<file path="src/rtl/qeciphy_tx_framer.sv">
// qeciphy_tx_framer: QECIPHY transmit framer.
// Builds 64-slot frames (slot 0 = FAW, then groups of 6 data + 1 CRC slot),
// presents a stage-1 view to the CRC engine and inserts the returned CRC
// fields into the CRC slot of the CRC_LAT-delayed output stream.
// Optional feature macro: QECIPHY_TX_FRAMER_CRC_MONITOR_EN (sticky missing-CRC flag).
module qeciphy_tx_framer #(
  parameter logic [63:0] FAW_WORD  = 64'hF0F0_CCAA_5533_0F0F,
  parameter logic [63:0] IDLE_WORD = 64'h0,
  parameter int unsigned CRC_LAT   = 1
) (
  input  logic        clk_i,
  input  logic        rst_i,
  input  logic        enable_i,
  input  logic [63:0] s_tdata_i,
  input  logic        s_tvalid_i,
  output logic        s_tready_o,
  output logic [63:0] s1_tdata_o,
  output logic        s1_faw_boundary_o,
  output logic        s1_crc_boundary_o,
  input  logic [15:0] crc01_i,
  input  logic [15:0] crc23_i,
  input  logic [15:0] crc45_i,
  input  logic [7:0]  crcvw_i,
  input  logic        crc_valid_i,
  output logic [63:0] tx_tdata_o,
  output logic        tx_faw_boundary_o,
  output logic        tx_crc_boundary_o,
  output logic        crc_missing_o
);

  localparam int unsigned DW = 64;
  localparam int unsigned SW = 6;
  localparam int unsigned GW = 3;
  localparam int unsigned EW = DW + 2;          // {faw, crc, data}
  localparam int unsigned PW = CRC_LAT * EW;
  localparam logic [SW-1:0] LAST_SLOT = SW'(63);
  localparam logic [GW-1:0] CRC_GRP   = GW'(6);

  typedef enum logic {
    IDLE = 1'b0,
    RUN  = 1'b1
  } state_t;

  state_t        state_q, state_d;
  logic [SW-1:0] slot_q, slot_d;
  logic [GW-1:0] grp_q, grp_d;
  logic [DW-1:0] s1_data_d;
  logic          s1_faw_d, s1_crc_d;

  // Next-state, slot/group sequencing and stage-1 word selection.
  // slot_q/grp_q describe the slot that the next edge loads into stage 1.
  always_comb begin
    state_d    = state_q;
    slot_d     = slot_q;
    grp_d      = grp_q;
    s1_data_d  = IDLE_WORD;
    s1_faw_d   = 1'b0;
    s1_crc_d   = 1'b0;
    s_tready_o = 1'b0;
    case (state_q)
      IDLE: begin
        if (enable_i) begin
          state_d   = RUN;
          slot_d    = SW'(1);
          grp_d     = '0;
          s1_data_d = FAW_WORD;
          s1_faw_d  = 1'b1;
        end
      end
      RUN: begin
        slot_d = slot_q + SW'(1);
        if (slot_q == '0) begin
          grp_d     = '0;
          s1_data_d = FAW_WORD;
          s1_faw_d  = 1'b1;
        end else begin
          grp_d = (grp_q == CRC_GRP) ? '0 : grp_q + GW'(1);
          if (grp_q == CRC_GRP) begin
            s1_data_d = '0;
            s1_crc_d  = 1'b1;
          end else begin
            s_tready_o = 1'b1;
            if (s_tvalid_i) s1_data_d = s_tdata_i;
          end
        end
        // Frames always complete; enable is only looked at on slot 63.
        if ((slot_q == LAST_SLOT) && !enable_i) begin
          state_d = IDLE;
          slot_d  = '0;
          grp_d   = '0;
        end
      end
      default: state_d = IDLE;
    endcase
    // No payload handshake while reset is being applied.
    if (rst_i) s_tready_o = 1'b0;
  end

  // State, counters and stage-1 registers.
  always_ff @(posedge clk_i) begin
    if (rst_i) begin
      state_q           <= IDLE;
      slot_q            <= '0;
      grp_q             <= '0;
      s1_tdata_o        <= IDLE_WORD;
      s1_faw_boundary_o <= 1'b0;
      s1_crc_boundary_o <= 1'b0;
    end else begin
      state_q           <= state_d;
      slot_q            <= slot_d;
      grp_q             <= grp_d;
      s1_tdata_o        <= s1_data_d;
      s1_faw_boundary_o <= s1_faw_d;
      s1_crc_boundary_o <= s1_crc_d;
    end
  end

  logic [PW-1:0] pipe_q;
  logic [EW-1:0] s1_elem;
  logic [EW-1:0] tx_elem;

  assign s1_elem = {s1_faw_boundary_o, s1_crc_boundary_o, s1_tdata_o};
  assign tx_elem = pipe_q[PW-1 -: EW];

  // Delay line matching the CRC engine latency; oldest entry is the tx slot.
  always_ff @(posedge clk_i) begin
    if (rst_i) begin
      pipe_q <= {CRC_LAT{{2'b00, IDLE_WORD}}};
    end else begin
      pipe_q <= (pipe_q << EW) | PW'(s1_elem);
    end
  end

  logic [15:0] crc01_q, crc23_q, crc45_q;
  logic [7:0]  crcvw_q;

  // Hold the most recent CRC engine result.
  always_ff @(posedge clk_i) begin
    if (rst_i) begin
      crc01_q <= '0;
      crc23_q <= '0;
      crc45_q <= '0;
      crcvw_q <= '0;
    end else if (crc_valid_i) begin
      crc01_q <= crc01_i;
      crc23_q <= crc23_i;
      crc45_q <= crc45_i;
      crcvw_q <= crcvw_i;
    end
  end

  logic [DW-1:0] crc_word;

  // Same-cycle CRC result bypasses the holding registers.
  always_comb begin
    crc_word = {8'h00, crcvw_q, crc45_q, crc23_q, crc01_q};
    if (crc_valid_i) crc_word = {8'h00, crcvw_i, crc45_i, crc23_i, crc01_i};
  end

  assign tx_faw_boundary_o = tx_elem[EW-1];
  assign tx_crc_boundary_o = tx_elem[EW-2];
  assign tx_tdata_o        = tx_elem[EW-2] ? crc_word : tx_elem[DW-1:0];

`ifdef QECIPHY_TX_FRAMER_CRC_MONITOR_EN
  logic fresh_q;

  // Track whether a CRC result arrived since the last emitted CRC slot.
  always_ff @(posedge clk_i) begin
    if (rst_i) begin
      fresh_q       <= 1'b0;
      crc_missing_o <= 1'b0;
    end else if (tx_elem[EW-2]) begin
      fresh_q <= 1'b0;
      if (!fresh_q && !crc_valid_i) crc_missing_o <= 1'b1;
    end else if (crc_valid_i) begin
      fresh_q <= 1'b1;
    end
  end
`else
  assign crc_missing_o = 1'b0;
`endif

endmodule

</file>
<file path="config.mk">
export PLATFORM = sky130hd
export DESIGN_NAME = qeciphy_tx_framer
export DESIGN_NICKNAME = d
export VERILOG_FILES = /design/src/rtl/qeciphy_tx_framer.sv
export SDC_FILE = /design/constraint.sdc
export NUM_CORES = 1
export LEC_CHECK = 0
export CELL_PAD_IN_SITES_DETAIL_PLACEMENT = 0
export CELL_PAD_IN_SITES_GLOBAL_PLACEMENT = 1
export CORE_ASPECT_RATIO = 1.4
export CORE_MARGIN = 10
export CORE_UTILIZATION = 35
export DETAILED_ROUTE_END_ITERATION = 10
export GPL_TIMING_DRIVEN = 1
export PLACE_DENSITY_LB_ADDON = 0.1
export SYNTH_ARGS = -nofsm -noshare
export SYNTH_HDL_FRONTEND = slang
export SYNTH_SLANG_ARGS = --single-unit
</file>
<file path="constraint.sdc">
create_clock -name clk_i -period 2.3 [get_ports clk_i]
set_clock_uncertainty 0.15 [all_clocks]
set_input_delay 0.46 -clock clk_i [delete_from_list [all_inputs] [get_ports clk_i]]
set_output_delay 0.46 -clock clk_i [all_outputs]
set_load 0.02 [all_outputs]
</file>
==> results.txt <==
For this design the total switching power over the nets is about 0.0019 W. Internal power comes to 0.00562 W. The total congestion overflow came out at 0.

The count of endpoints failing hold in the final timing report is 0. The largest area contributor in the netlist is dfxtp_1. Ranked by total cell area, the synthesized netlist is headed by dfxtp_1 (58%), mux2i_1 (8.3%), nor2b_1 (7.1%).

The estimated wirelength of the detail-placed design came out at 15400 um. For the worst-skew pair, the clock arrives at the later sink with an insertion delay of 430 ps. The post-cts repair resize count is 69. The total negative slack for setup checks is 0 ps.

In this run the worst hold path is classified as reg -> reg. STA puts the critical path data arrival time at 1610 ps. The final wirelength is 21100 um. Data on the critical path is required at its endpoint by about 1700 ps. The clock-pin slew on the worst setup and hold paths is 70 ps. The worst setup path is launched from a flip-flop.

The number of antenna violations at the first check in global routing is 2. The count of nets left with antenna violations once routing finished came out at 0. The initial utilization of the core area, before any placement, comes to 0.355.

Tracing the worst setup path back leads to its startpoint at pipe_q[64]. Of all nets on the critical path, the largest fanout is 31. dfxtp_1 is the most common cell in the netlist. The worst-case IR drop observed on VDD is approximately 0.42 mV.

The via total after detailed routing came out at ~5600. Counting every sink on the clock net gives 198. In the synthesized netlist, the number of instances is 701. The final cell area excluding filler cells came out at 10300 um^2. In the synthesized netlist the dominant register cell turns out to be dfxtp_1. The number of buffers inserted during clock tree synthesis came out at 17. The violation count after the first detailed-route iteration came out at approximately 120. The relative max-transition margin came out at 0.602. The number of top-level pins came out at roughly 260. The fraction of layout instances using a drive strength above 1 is 0.105. The part of the total power dissipated in the clock network came out at 0.393. The highest clock frequency the design can meet is between 400 and 500 MHz. The number of enable-type register cells in the synthesized netlist is 0. The all-layer global routing usage came out at 0.163. The total power consumption of the routed design came out at approximately 0.0075 W. During placement, the flow inserted port buffers numbering about 260. The total power per unit cell area is about 730 nW/um^2. Of the total power, the share spent switching nets is 0.254. The per-instance average area after synthesis came out at 9.69 um^2.

The warning count from the yosys run is 0. The die outline area is between 20000 and 30000 um^2. The count of pins over their slew limit is 0. The largest net degree at the start of global routing came out at 135. The number of global-route vias before repair came out at 5830. The tool flagged a number of max-cap violations equal to 0. The total of flip-flops plus latches after synthesis is slightly below 200. The die boundary height came out at ~180 um.

The relative area change from synthesis to final layout is 51.4%. The minimum hold slack came out at between 300 and 400 ps. The static power due to leakage is 4.42 nW.

The run finished with clean final reports. The worst register-to-register path begins at slot_q[0]. Setup repair after global routing left no endpoint under its margin.

The total DRC errors in the routed layout came out at 0. The kind of end point of the critical path is an output port. The net count of the mapped netlist came out at around 830. The number of placement rows came out at 60. The area fraction of the dominant cell type after synthesis came out at 0.584.

The routed via count divided by cell count is 4.59. The proportion of synthesized flip-flops having asynchronous set or reset came out at 0. The number of endpoints failing setup at the final stage is 0. The per-cell routed wire length is 17.2 um. The clock tree buffer depth came out at 2. At the pin with the least slew margin, the transition time is 597 ps.

Hold repair after CTS inserted 0 buffers. The length of the first detailed-routing pass in iterations is 4. The reg2reg setup slack is around 180 ps. Of the synthesized area, sequential elements account for 0.584. The die width came out at 138 um. The share of the clock period used by the worst path after layout is 0.965. The final critical delay including setup and external delays came out at 2220 ps. At the end of routability-driven placement, the weighted congestion stood at 0.802. Of the total power, combinational logic draws 0.124. By count the netlist is led by dfxtp_1 (198), nor2_1 (117), a21oi_1 (94), nor2b_1 (77), mux2i_1 (56). The tree is rooted in a clkbuf_16.

After clock tree synthesis, the setup repair step added 0 buffers. The synthesized netlist contains 35 unique library cells. The first global-routing pass estimated 32000 um of wire. The core region is between 15000 and 20000 um^2.

The total standard cell area after synthesis came out at slightly below 7000 um^2. The fill cell total of the finished layout came out at 1811. By startpoint and endpoint, the worst setup path is classified as reg -> out. At the end of the flow, the number of nets in the layout was about 1100.

The instance area after placement is 9820 um^2. The startpoint identified for the worst hold timing path is s1_tdata_o[39]. The clock tree from TritonCTS is done. The number of levels in the clock H-tree came out at 4.

Of the total power, registers draw 0.482.
worst max-delay path, cell delays in order, from the launching register on:
cell	delay, ps
dfxtp_4	410
buf_12	190
nor2_1	60
a21oi_1	150
dlygate4sd2_1	360
power by group through the flow:
stage / combinational [W] / sequential, W / clock [W]
after floorplan: 0.000353 / 0.00378 / 0
after global placement: 0.000962 / 0.00371 / 0
after detailed placement: 0.000971 / 0.00371 / 0
after CTS: 0.000952 / 0.00363 / 0.00305
after global routing: 0.00101 / 0.00365 / 0.00318
final: 0.000937 / 0.00363 / 0.00296
worst paths after layout:
| kind | to | cells after the start |
|---|---|---|
| worst max-delay path | tx_tdata_o[30] | 4 |
| worst min-delay path | pipe_q[39] | 1 |
| worst max register to register | s1_tdata_o[12] | 7 |
| worst min register to register | pipe_q[39] | 1 |
cell families (layout without fill, tap and decap cells):
logic type	Yosys count	in the layout	synth area share
compound gates	106	106	0.0824
fa+ha+maj	2	2	0.00368
buf+inv	55	333	0.0409
flops	198	198	0.584
mux	56	56	0.0826
other cells	1	2	0.000552
simple gates	283	283	0.206
per-layer routing:
metal	wire, um	global-route usage
met1	8510	0.178
met2	10600	0.281
met3	1740	0.0632
met4	313	0.0523
met5	0	0
cell type report:
type	count	area [um^2]	area share
Antenna cell	1	2.50	0.000243
Multi-Input combinational cell	448	2560	0.249
Clock buffer	17	425	0.0414
Timing Repair Buffer	297	2840	0.276
Clock inverter	15	165	0.0161
Tap cell	248	310	0.0302
Inverter	4	15.0	0.00146
Sequential cell	198	3970	0.386
cell usage in the layout, fill, tap and decap left out, types with 3 or more instances in the layout:
| master | count |
|---|---|
| nor2_1 | 117 |
| buf_4 | 37 |
| inv_6 | 6 |
| buf_12 | 9 |
| a31oi_1 | 3 |
| clkdlybuf4s15_1 | 13 |
| nand3_1 | 4 |
| clkbuf_2 | 18 |
| dlygate4sd2_1 | 29 |
| mux2i_1 | 56 |
| dfxtp_1 | 197 |
| nor2b_1 | 77 |
| clkdlybuf4s50_1 | 189 |
| o21ai_0 | 3 |
| nand4_1 | 3 |
| and2_1 | 33 |
| inv_1 | 4 |
| a21oi_1 | 94 |
| nand2_1 | 37 |
| clkbuf_16 | 17 |
sequential cells by signal (all words and copies together), names as in the netlist:
register,cells
pipe_q,66
s1_tdata_o,64
crc01_q,16
crc23_q,16
crc45_q,16
crcvw_q,8
slot_q,6
grp_q,3
s1_crc_boundary_o,1
s1_faw_boundary_o,1
state_q,1
stage by stage:
| stage | setup slack, ps | utilization | instances |
|---|---|---|---|
| after floorplan | 157 | - | 701 |
| after global placement | -175 | 0.513 | 1195 |
| after detailed placement | -152 | 0.513 | 1195 |
| after CTS | 5.43 | 0.540 | 1227 |
| after global routing | 1.11 | 0.537 | 1228 |
| final | 80.9 | 0.537 | 1228 |
Note: power is estimated with default switching activity, not from simulation.
